<file path="config.mk">
export PLATFORM = sky130hd
export DESIGN_NAME = rf_wb_arbiter
export DESIGN_NICKNAME = d
export VERILOG_FILES = /design/src/rtl/rf_wb_arbiter.sv
export SDC_FILE = /design/constraint.sdc
export NUM_CORES = 1
export LEC_CHECK = 0
export CAP_MARGIN = 25
export CORE_MARGIN = 5
export CORE_UTILIZATION = 44
export CTS_CLUSTER_DIAMETER = 80
export CTS_CLUSTER_SIZE = 10
export DETAILED_ROUTE_END_ITERATION = 12
export PLACE_DENSITY_LB_ADDON = 0.12
export REMOVE_ABC_BUFFERS = 1
export SKIP_LAST_GASP = 1
export SLEW_MARGIN = 20
export SYNTH_ARGS = -nofsm -noshare
export SYNTH_HDL_FRONTEND = slang
export SYNTH_SLANG_ARGS = --single-unit
</file>
<file path="constraint.sdc">
create_clock -name clk -period 2.6 [get_ports clk]
set_input_delay 0.26 -clock clk [delete_from_list [all_inputs] [get_ports clk]]
set_output_delay 0.26 -clock clk [all_outputs]
set_load 0.1 [all_outputs]
</file>
<file path="src/rtl/rf_wb_arbiter.sv">
// Register-file write-port arbiter: pipeline WB vs. long-latency aux unit,
// with starvation forcing, global memory freeze and an aux-destination busy scoreboard.
module rf_wb_arbiter #(
  parameter int MAX_WAIT = 4,
  parameter int XLEN     = 32
) (
  input  logic            clk,
  input  logic            rst,
  input  logic            wait_mem,
  input  logic            pipe_we,
  input  logic [4:0]      pipe_rd,
  input  logic [XLEN-1:0] pipe_wdata,
  input  logic            aux_issue,
  input  logic [4:0]      aux_issue_rd,
  input  logic            aux_valid,
  input  logic [4:0]      aux_rd,
  input  logic [XLEN-1:0] aux_wdata,
  output logic            aux_ready,
  input  logic [4:0]      rs1_addr,
  input  logic [4:0]      rs2_addr,
  output logic            rs1_busy,
  output logic            rs2_busy,
  output logic            issue_rd_busy,
  output logic            pipe_hold,
  output logic            rf_we,
  output logic [4:0]      rf_waddr,
  output logic [XLEN-1:0] rf_wdata
);

  typedef enum logic [1:0] {IDLE, AUX_WAIT, FORCE} state_t;

  state_t      r_state;
  state_t      w_state_next;
  logic [7:0]  r_wait_cnt;
  logic [7:0]  w_wait_cnt_next;
  logic [7:0]  w_cnt_inc;
  logic [31:0] r_busy;
  logic [31:0] w_busy_next;
  logic        w_pipe_req;
  logic        w_aux_hs;

  assign w_pipe_req = pipe_we && (pipe_rd != 5'd0);
  assign w_aux_hs   = aux_valid && aux_ready;
  assign w_cnt_inc  = r_wait_cnt + 8'd1;

  // Write-port grant: the pipeline has priority unless aux has been starved into FORCE.
  always_comb begin
    aux_ready = 1'b0;
    rf_we     = 1'b0;
    rf_waddr  = 5'd0;
    rf_wdata  = '0;
    if (!rst && !wait_mem) begin
      if (r_state == FORCE) begin
        if (aux_valid) begin
          aux_ready = 1'b1;
          rf_we     = (aux_rd != 5'd0);
          rf_waddr  = aux_rd;
          rf_wdata  = aux_wdata;
        end
      end else if (w_pipe_req) begin
        rf_we    = 1'b1;
        rf_waddr = pipe_rd;
        rf_wdata = pipe_wdata;
      end else if (aux_valid) begin
        aux_ready = 1'b1;
        rf_we     = (aux_rd != 5'd0);
        rf_waddr  = aux_rd;
        rf_wdata  = aux_wdata;
      end
    end
  end

  always_comb begin
    w_state_next    = r_state;
    w_wait_cnt_next = r_wait_cnt;
    if (!wait_mem) begin
      case (r_state)
        IDLE, AUX_WAIT: begin
          if (aux_valid && !aux_ready) begin
            w_wait_cnt_next = w_cnt_inc;
            w_state_next    = (w_cnt_inc >= 8'(MAX_WAIT)) ? FORCE : AUX_WAIT;
          end else begin
            w_wait_cnt_next = 8'd0;
            w_state_next    = IDLE;
          end
        end
        default: begin
          w_wait_cnt_next = 8'd0;
          w_state_next    = IDLE;
        end
      endcase
    end
  end

  always_ff @(posedge clk or posedge rst) begin
    if (rst) begin
      r_state    <= IDLE;
      r_wait_cnt <= 8'd0;
    end else begin
      r_state    <= w_state_next;
      r_wait_cnt <= w_wait_cnt_next;
    end
  end

  // A new issue to the same rd overrides a retiring result: the newer op still owns it.
  assign w_busy_next[0] = 1'b0;
  generate
    for (genvar gi = 1; gi < 32; gi++) begin : g_busy
      assign w_busy_next[gi] =
        (!wait_mem && aux_issue && (aux_issue_rd == 5'(gi))) ? 1'b1 :
        (w_aux_hs && (aux_rd == 5'(gi)))                     ? 1'b0 :
        r_busy[gi];
    end
  endgenerate

  always_ff @(posedge clk or posedge rst) begin
    if (rst) begin
      r_busy <= 32'd0;
    end else begin
      r_busy <= w_busy_next;
    end
  end

  assign rs1_busy      = r_busy[rs1_addr] && !(w_aux_hs && (aux_rd == rs1_addr));
  assign rs2_busy      = r_busy[rs2_addr] && !(w_aux_hs && (aux_rd == rs2_addr));
  assign issue_rd_busy = r_busy[aux_issue_rd];
  assign pipe_hold     = (r_state == FORCE) && !rst;

endmodule

</file>
Word level (Yosys, flattened, before mapping)
Cells that the tools add are included.
Widths: inputs -> output; s select.
{"block": "classes", "n_eq_ne": 66, "add_sub_neg": 1, "reduce_logical": 112, "n_mux": 89, "order_cmp": 4}
{"operator": "$eq 5x5->1 const B", "count": 32}
{"operator": "$mux 32", "count": 4}
{"operator": "$eq 5x4->1 const B", "count": 16}
{"operator": "$mux 1", "count": 73}
{"operator": "$logic_and 1x1->1", "count": 72}
{"operator": "$reduce_bool 2->1", "count": 31}
{"operator": "$eq 5x3->1 const B", "count": 8}
{"operator": "$eq 5x2->1 const B", "count": 4}
{"operator": "$mux 5", "count": 4}
{"operator": "$lt 5x6->1 const B", "count": 3}
{"operator": "$mux 8", "count": 2}
{"operator": "$bmux 1 s5", "count": 3}
{"operator": "$eq 5x1->1 const B", "count": 2}
{"operator": "$eq 5x5->1", "count": 2}
{"operator": "$reduce_bool 5->1", "count": 2}
{"operator": "$add 8x1->8 const B", "count": 1}
{"operator": "$ge 8x3->1 const B", "count": 1}
{"operator": "$mux 2", "count": 3}
{"operator": "$logic_not 1->1", "count": 5}
{"operator": "$eq 2x1->1 const B", "count": 1}
{"operator": "$eq 2x2->1 const B", "count": 1}
{"operator": "$logic_not 2->1", "count": 1}
{"operator": "$reduce_or 2->1", "count": 1}
{"block": "word_totals", "ff_bits": 41, "in_bits": 95, "word_cells": 305, "output_inout_bits": 43}

Logic depth before layout (Yosys ltp)
Gate-level depths: netlist (run 1).
{"block": "logic_depth", "word_depth": 9, "ltp_mapped": 6, "ltp_nobuf": 6}

Worst setup path before layout (run 1)
OpenSTA, ideal clock, no wires.
{"block": "synth_timing", "path_kind": "input-to-output", "startpoint": "input port rs1_addr[1]", "endpoint": "output port rs1_busy", "stages": 6, "setup_slack_ns": -1.165, "required_ns": 2.340, "n_path_buf": 1, "t_arrival_ns": 3.505, "cell_sequence": "buf_2 mux2i_1 mux4_2 nand3_1 o41ai_1 a311oi_1"}
{"block": "synth_via", "elab_chain_cells": 4, "elab_cells_between_ends": 6, "classes_between": "1 x eq/ne; 2 x mux; 3 x reduce/logical"}
{"element": "start, declared", "line_no": "19", "source": "input logic [4:0] rs1_addr,"}
{"element": "parallel branches: the longest is 3 deep, another holds $bmux 1 s5"}
{"element": "$logic_and 1x1->1 *", "line_no": "124", "source": "assign rs1_busy = r_busy[rs1_addr] && !(w_aux_hs && (aux_rd == rs1_addr));"}
{"element": "end, declared", "line_no": "21", "source": "output logic rs1_busy,"}
Every way passes the cells marked *. The select of a mux whose other input is x is not followed.

Worst setup path after layout (run 1)
{"block": "layout_timing", "startpoint": "input port pipe_rd[2]", "endpoint": "output port rs1_busy"}
{"block": "layout_via", "elab_chain_cells": 9}
{"element": "start, declared", "line_no": "11", "source": "input logic [4:0] pipe_rd,"}
{"element": "$reduce_bool 5->1", "line_no": "42", "source": "assign w_pipe_req = pipe_we && (pipe_rd != 5'd0);"}
{"element": "$logic_and 1x1->1", "line_no": "42"}
{"element": "$mux 1", "line_no": "60", "source": "end else if (w_pipe_req) begin"}
{"element": "$mux 1", "line_no": "53", "source": "if (r_state == FORCE) begin"}
{"element": "$mux 1", "line_no": "52", "source": "if (!rst && !wait_mem) begin"}
{"element": "$logic_and 1x1->1", "line_no": "43", "source": "assign w_aux_hs = aux_valid && aux_ready;"}
{"element": "$logic_and 1x1->1", "line_no": "124"}
{"element": "$logic_not 1->1", "line_no": "124"}
{"element": "$logic_and 1x1->1", "line_no": "124"}
Every way passes these cells.

==> results of run 1 <==
[power breakdown]
group	internal [uW]	switching (uW)	total, uW
registers	747	149	895
clock network	186	214	400
logic	589	625	1210
[synthesized netlist by cell type, types with 2 or more instances]
master / n / share of area
clkbuf_1: 20 / 0.022
nor2_1: 8 / 0.0089
and2_1: 2 / 0.0037
dfrtp_1: 41 / 0.30
a22o_1: 36 / 0.093
nor3_1: 2 / 0.0030
xor2_1: 5 / 0.013
or2b_1: 3 / 0.0067
buf_2: 8 / 0.012
mux2_2: 4 / 0.013
nor3b_1: 2 / 0.0044
xnor2_1: 6 / 0.016
nand4_1: 2 / 0.0037
o21ai_0: 35 / 0.052
mux2i_1: 12 / 0.036
o41ai_1: 29 / 0.075
o31ai_1: 3 / 0.0067
or2_2: 4 / 0.0074
buf_1: 4 / 0.0044
nand3_1: 7 / 0.010
nor2b_1: 2 / 0.0037
a2111oi_0: 2 / 0.0052
and3_1: 5 / 0.0093
a311oi_1: 2 / 0.0052
mux4_2: 20 / 0.13
a21oi_1: 7 / 0.010
inv_1: 7 / 0.0078
nand2_1: 14 / 0.016
nand3_4: 2 / 0.010
a31oi_1: 5 / 0.0093
nand2b_1: 14 / 0.026
nand3b_1: 5 / 0.011
[stage by stage]
stage	TNS (ns)	utilization
after CTS	-0.168	0.724
after global placement	-0.304	0.710
after global routing	-0.0769	0.747
after detailed placement	-1.01	0.710
after floorplan	-22.03	-
final	0	0.747
[critical path, stage by stage]
cell and delay [ns]:
clkdlybuf4s50_1 0.44, or4_4 0.54, o211ai_4 0.21, nand3_4 0.16
o41ai_4 0.38, a311oi_2 0.11, buf_12 0.20
[registers in the layout, indices dropped and copies added (netlist names)]
name and cells:
r_busy 31, r_wait_cnt 8, r_state 2
[cell families after synthesis]
logic type / synth area share
AOI/OAI and AO/OA: 0.297
xor gates and xnor gates: 0.0285
adders and majority gates: 0.00370
buffers and inverters: 0.0548
DFF: 0.304
muxes: 0.182
and+or+nand+nor: 0.130
[what timing repair did]
action / in CTS / in global routing
buffers inserted: 0 / 2
pin swaps: 1 / 4
gates cloned: 0 / 2
gates resized for setup: 4 / 18
endpoints found under the setup margin: 13 / 36
[worst paths after layout]
path / startpoint / endpoint / slack, ns / cells after the start
worst max-delay path: pipe_rd[2] / rs1_busy / 0.03 / 7
worst min-delay path: r_state[0]$_DFFE_PP0N_ / r_state[0]$_DFFE_PP0N_ / 0.51 / 1
worst max register to register: r_state[1]$_DFFE_PP0N_ / r_wait_cnt[4]$_DFFE_PP0N_ / 0.51 / 6
worst min register to register: r_state[0]$_DFFE_PP0N_ / r_state[0]$_DFFE_PP0N_ / 0.51 / 1
max in group asynchronous: rst / r_busy[9]$_DFFE_PP0P_ / 1.64 / 3
min in group asynchronous: rst / r_busy[21]$_DFFE_PP0P_ / 0.60 / 3
[routing by layer]
| metal | part of all wire | global-route usage | vias to the layer above |
|---|---|---|---|
| met1 | 0.39 | 0.364 | 1768 |
| met2 | 0.49 | 0.455 | 239 |
| met5 | 0 | 0 | - |
| met3 | 0.099 | 0.0660 | 24 |
| met4 | 0.019 | 0.0607 | 0 |
| li1 | - | - | 1635 |
[layout make-up]
type,count,area (sq um)
Sequential cell,41,1030
Clock buffer,6,72.6
Inverter,8,35.0
Tap cell,102,128
Multi-Input combinational cell,255,2300
Fill cell,520,1920
Clock inverter,1,8.76
Timing Repair Buffer,168,2110
==> results.cfg, run 1 <==
[outcome]
status = completed

[detailed_routing]
final_antenna_net_count = 0
wl_per_cell_microns = 23.3
viasPerCell = 6.31
routed_wl_mm = 13.6
vias = 3666
drtPass1Iterations = 5
drc = 0
drt_iter0_markers = 266

[layout]
final_cells = 581
drive_gt1_frac = 0.265
design_area_sq_um = 5680
final_common_cell = clkdlybuf4s50_1
area_growth_pct = 68.2
layout_common_cells = clkdlybuf4s50_1, buf_12, dfrtp_1, o21ai_0, o41ai_1
nNetsFinal = 575
diodes = 0

[clocking]
cts_hold_buf = 0
clk_latency_ns = 0.29
cts-root-buf = clkbuf_8
h-tree-depth = 2
cts_buffer_depth = 2
clkSlewWorstSetupHoldPaths_ns = 0.08
numCtsBuffers = 5
clock-sinks = 41
cts_tree = done

[grt]
grt_pass1_wl_mm = 20.9
grt_antenna_before_repair = 0
grt_max_degree = 42
first_global_vias = 3596
overflow = 0
grt_usage = 0.274

[setup_path]
worstPathRequired_ns = 2.34
worstPathMaxFanout = 4
critPathKind = in2out
worstSetupStartpointType = input pin
worst-endpoint-arrival_ns = 2.31
cp-end-kind = primary output

[synth]
ys_ff_latch = 41
synth-edff-count = 0
postSynth.asyncResetShare = 1.00
netlist-cell-type-count = 52
avgSynthCellArea_sq_um = 9.99
yosysWarnings = 0
yosysSeqAreaShare = 0.304
syn_area_sq_um = 3380
synth_ff_type = dfrtp_1
syn-instance-count = 338

[die]
die_x_microns = 97.6
start_util = 0.444
ioPinCount = 138
core-area_sq_um = 7610
die_y_microns = 97.6
die_area_sq_um = 9530
rows = 32

[place]
port_buffers = 137
place_area_sq_um = 5400
gp_congestion = 0.970
placed_cells = 570
dp_hpwl_mm = 10.4
pre_cts_slack_ns = -0.162

[power_and_ir_drop]
power_leakage_uw = 0.00230
vdd_drop_max_mv = 0.524
power.density_nw_per_um2 = 442
p_total_uw = 2510

[worst_hold_path]
hp-class = reg2reg

[sta]
drv_slew = 0
hold_viol_final = 0
worstMarginPinSlew_ns = 0.678
skew_ns = 0.00421
finalSetupViolCount = 0
worst_slack_ns = 0.0321
timing.final.crit_period_ns = 2.57
fmax_ghz = 0.389
slew_headroom = 0.548
hold-worst-slack_ns = 0.509
fin_crit_sh = 0.988
rsz0062_at_grt = yes

[flow_run]
drv_cap = 0
No activity file was read; power rests on OpenSTA's default activity.
==> run 2, diff against run 1 <==
--- a/config.mk
+++ b/config.mk
@@ -7,7 +7,7 @@
 export LEC_CHECK = 0
 export CAP_MARGIN = 25
 export CORE_MARGIN = 5
-export CORE_UTILIZATION = 44
+export CORE_UTILIZATION = 40
 export CTS_CLUSTER_DIAMETER = 80
 export CTS_CLUSTER_SIZE = 10
 export DETAILED_ROUTE_END_ITERATION = 12
==> constraint.sdc (replaced) <==
create_clock -name clk -period 2.2 [get_ports clk]
set_input_delay 0.22 -clock clk [delete_from_list [all_inputs] [get_ports clk]]
set_output_delay 0.22 -clock clk [all_outputs]
set_load 0.1 [all_outputs]
==> results.cfg, run 2 (same netlist as run 1, synthesis figures left out) <==
[layout]
fillers = 540
diodes = 0
multiInputGateArea_sq_um = 2450
drive_gt1_frac = 0.368
largest_reg_flops = 31
layout_common_cells = clkdlybuf4s50_1, buf_12, buf_4, dfrtp_1, o21ai_0
nNetsFinal = 608
register_area_sq_um = 1030
reg_top3 = r_busy x31, r_wait_cnt x8, r_state x2
final_common_cell = clkdlybuf4s50_1
area_growth_pct = 84.9
top_register = r_busy

[die]
ioPinCount = 138
die_x_microns = 102
die_area_sq_um = 10400
rows = 33
core-area_sq_um = 8220
die_y_microns = 102
start_util = 0.411

[grt]
grt_usage = 0.267
grt_max_degree = 42
overflow = 0
grt_antenna_before_repair = 0
first_global_vias = 3733
grt_pass1_wl_mm = 21.3

[sta]
timing.final.crit_period_ns = 2.45
hold-worst-slack_ns = 0.554
worstMarginPinSlew_ns = 0.618
drv_slew = 0
fin_crit_sh = 1.11
fmax_ghz = 0.408
slew_headroom = 0.587
rsz0062_at_grt = yes
worst_slack_ns = -0.250
finalSetupViolCount = 3
skew_ns = 0.0105
hold_viol_final = 0
setup_tns_ns = -0.419

[flow_run]
drv_cap = 0

[clocking]
cts_tree = done
clk_latency_ns = 0.30
h-tree-depth = 2
numCtsBuffers = 5
cts_buffer_depth = 2
clkSlewWorstSetupHoldPaths_ns = 0.08
clock-sinks = 41
cts-root-buf = clkbuf_8
cts_hold_buf = 0

[detailed_routing]
routed_wl_mm = 14.6
wl_met1_mm = 5.38
wl_met3_mm = 1.63
drt_iter0_markers = 327
drc = 0
vias = 3851
wl_per_cell_microns = 23.6
final_antenna_net_count = 0
wl_met2_mm = 7.23
drtPass1Iterations = 5
viasPerCell = 6.23
routed.top_layer = met4

[setup_path]
worstSetupStartpointType = flop
cp_top_family = multiplexers
path_common_cell = mux4_2
path_cells = mux4_2 -> mux4_2 -> a211o_1 -> buf_12
worst-endpoint-arrival_ns = 2.23
reg2reg_slack_ns = 0.13
cp_num_buf_inv = 1
cp-end-kind = primary output
worstPathMaxFanout = 4
worstPathRequired_ns = 1.98
max_stage_delay_ns = 0.50
critPathKind = reg2out
crit_path_top_delay_cell = mux4_2

[place]
gp_congestion = 0.966
port_buffers = 137
dp_hpwl_mm = 10.8

[power_and_ir_drop]
power.density_nw_per_um2 = 542
power_leakage_uw = 0.00260
vdd_drop_max_mv = 0.610

[outcome]
violations = negative setup slack
status = complete, but fails checks

[worst_hold_path]
hp-class = reg2reg
==> run 2: changes by cell type in the layout (fill, tap and decap cells not counted), sizes merged <==
cell           previous run  this run
clkdlybuf4s50            90        84
inv                       8         7
dlymetal6s2s              4         2
buf                      73       107
bufbuf                    0         1
dlygate4sd2               0         4
bufinv                    0         2
clkbuf                    7         8
clkinv                    1         2
==> run 2: repair_timing <==
action / CTS / global route
hold endpoints to repair: 0 / 0
gates resized for setup: 49 / 29
setup endpoints to repair: 45 / 49
pin swaps: 19 / 7
cloned: 3 / 2
buffers inserted: 9 / 3
==> run 2: report_power, final <==
| group | internal [uW] | switching (uW) |
|---|---|---|
| Combinational | 822 | 815 |
| Sequential | 882 | 150 |
| Clock | 451 | 265 |
==> run 2: layout make-up <==
cell class,instances,share of cell area
multi-input cells,255,0.392
clock inverters,3,0.0104
well taps,105,0.0210
repair buffers,201,0.396
clock buffers,5,0.0110
flip-flops and latches,41,0.164
inverters,8,0.00561
==> run 2: worst paths after layout <==
path / endpoint / startpoint / depth (start not counted)
worst max-delay path: issue_rd_busy / r_busy[30]$_DFFE_PP0P_ / 4
worst min-delay path: r_wait_cnt[5]$_DFFE_PP0N_ / r_wait_cnt[5]$_DFFE_PP0N_ / 1
worst max register to register: r_wait_cnt[2]$_DFFE_PP0N_ / r_state[1]$_DFFE_PP0N_ / 7
worst min register to register: r_wait_cnt[5]$_DFFE_PP0N_ / r_wait_cnt[5]$_DFFE_PP0N_ / 1
max in group asynchronous: r_busy[11]$_DFFE_PP0P_ / rst / 4
min in group asynchronous: r_busy[25]$_DFFE_PP0P_ / rst / 4
==> run 2: through the flow <==
step	std cells	util	instance area (sq um)	worst slack, ns	power, uW
2_1_floorplan	304	-	3220	-1.38	1800
3_3_place_gp	594	0.681	5600	-0.362	2490
3_5_place_dp	594	0.681	5600	-0.416	2530
4_1_cts	614	0.733	6020	-0.229	3330
5_1_grt	618	0.760	6240	-0.276	3530
6_report	618	0.760	6240	-0.250	3390
==> run 2: worst register-to-register path: cells and delay by family, from the launching register on <==
family	cells	cell delay (ns)
and+or+nand+nor	2	0.38
DFF	1	0.41
buffers and inverters	2	0.30
AOI/OAI and AO/OA	3	0.90
==> run 2: metal layers <==
layer,GRT usage,vias up
met5,0,-
met4,0.0656,0
met3,0.0580,41
met2,0.474,250
met1,0.331,1846
li1,-,1714
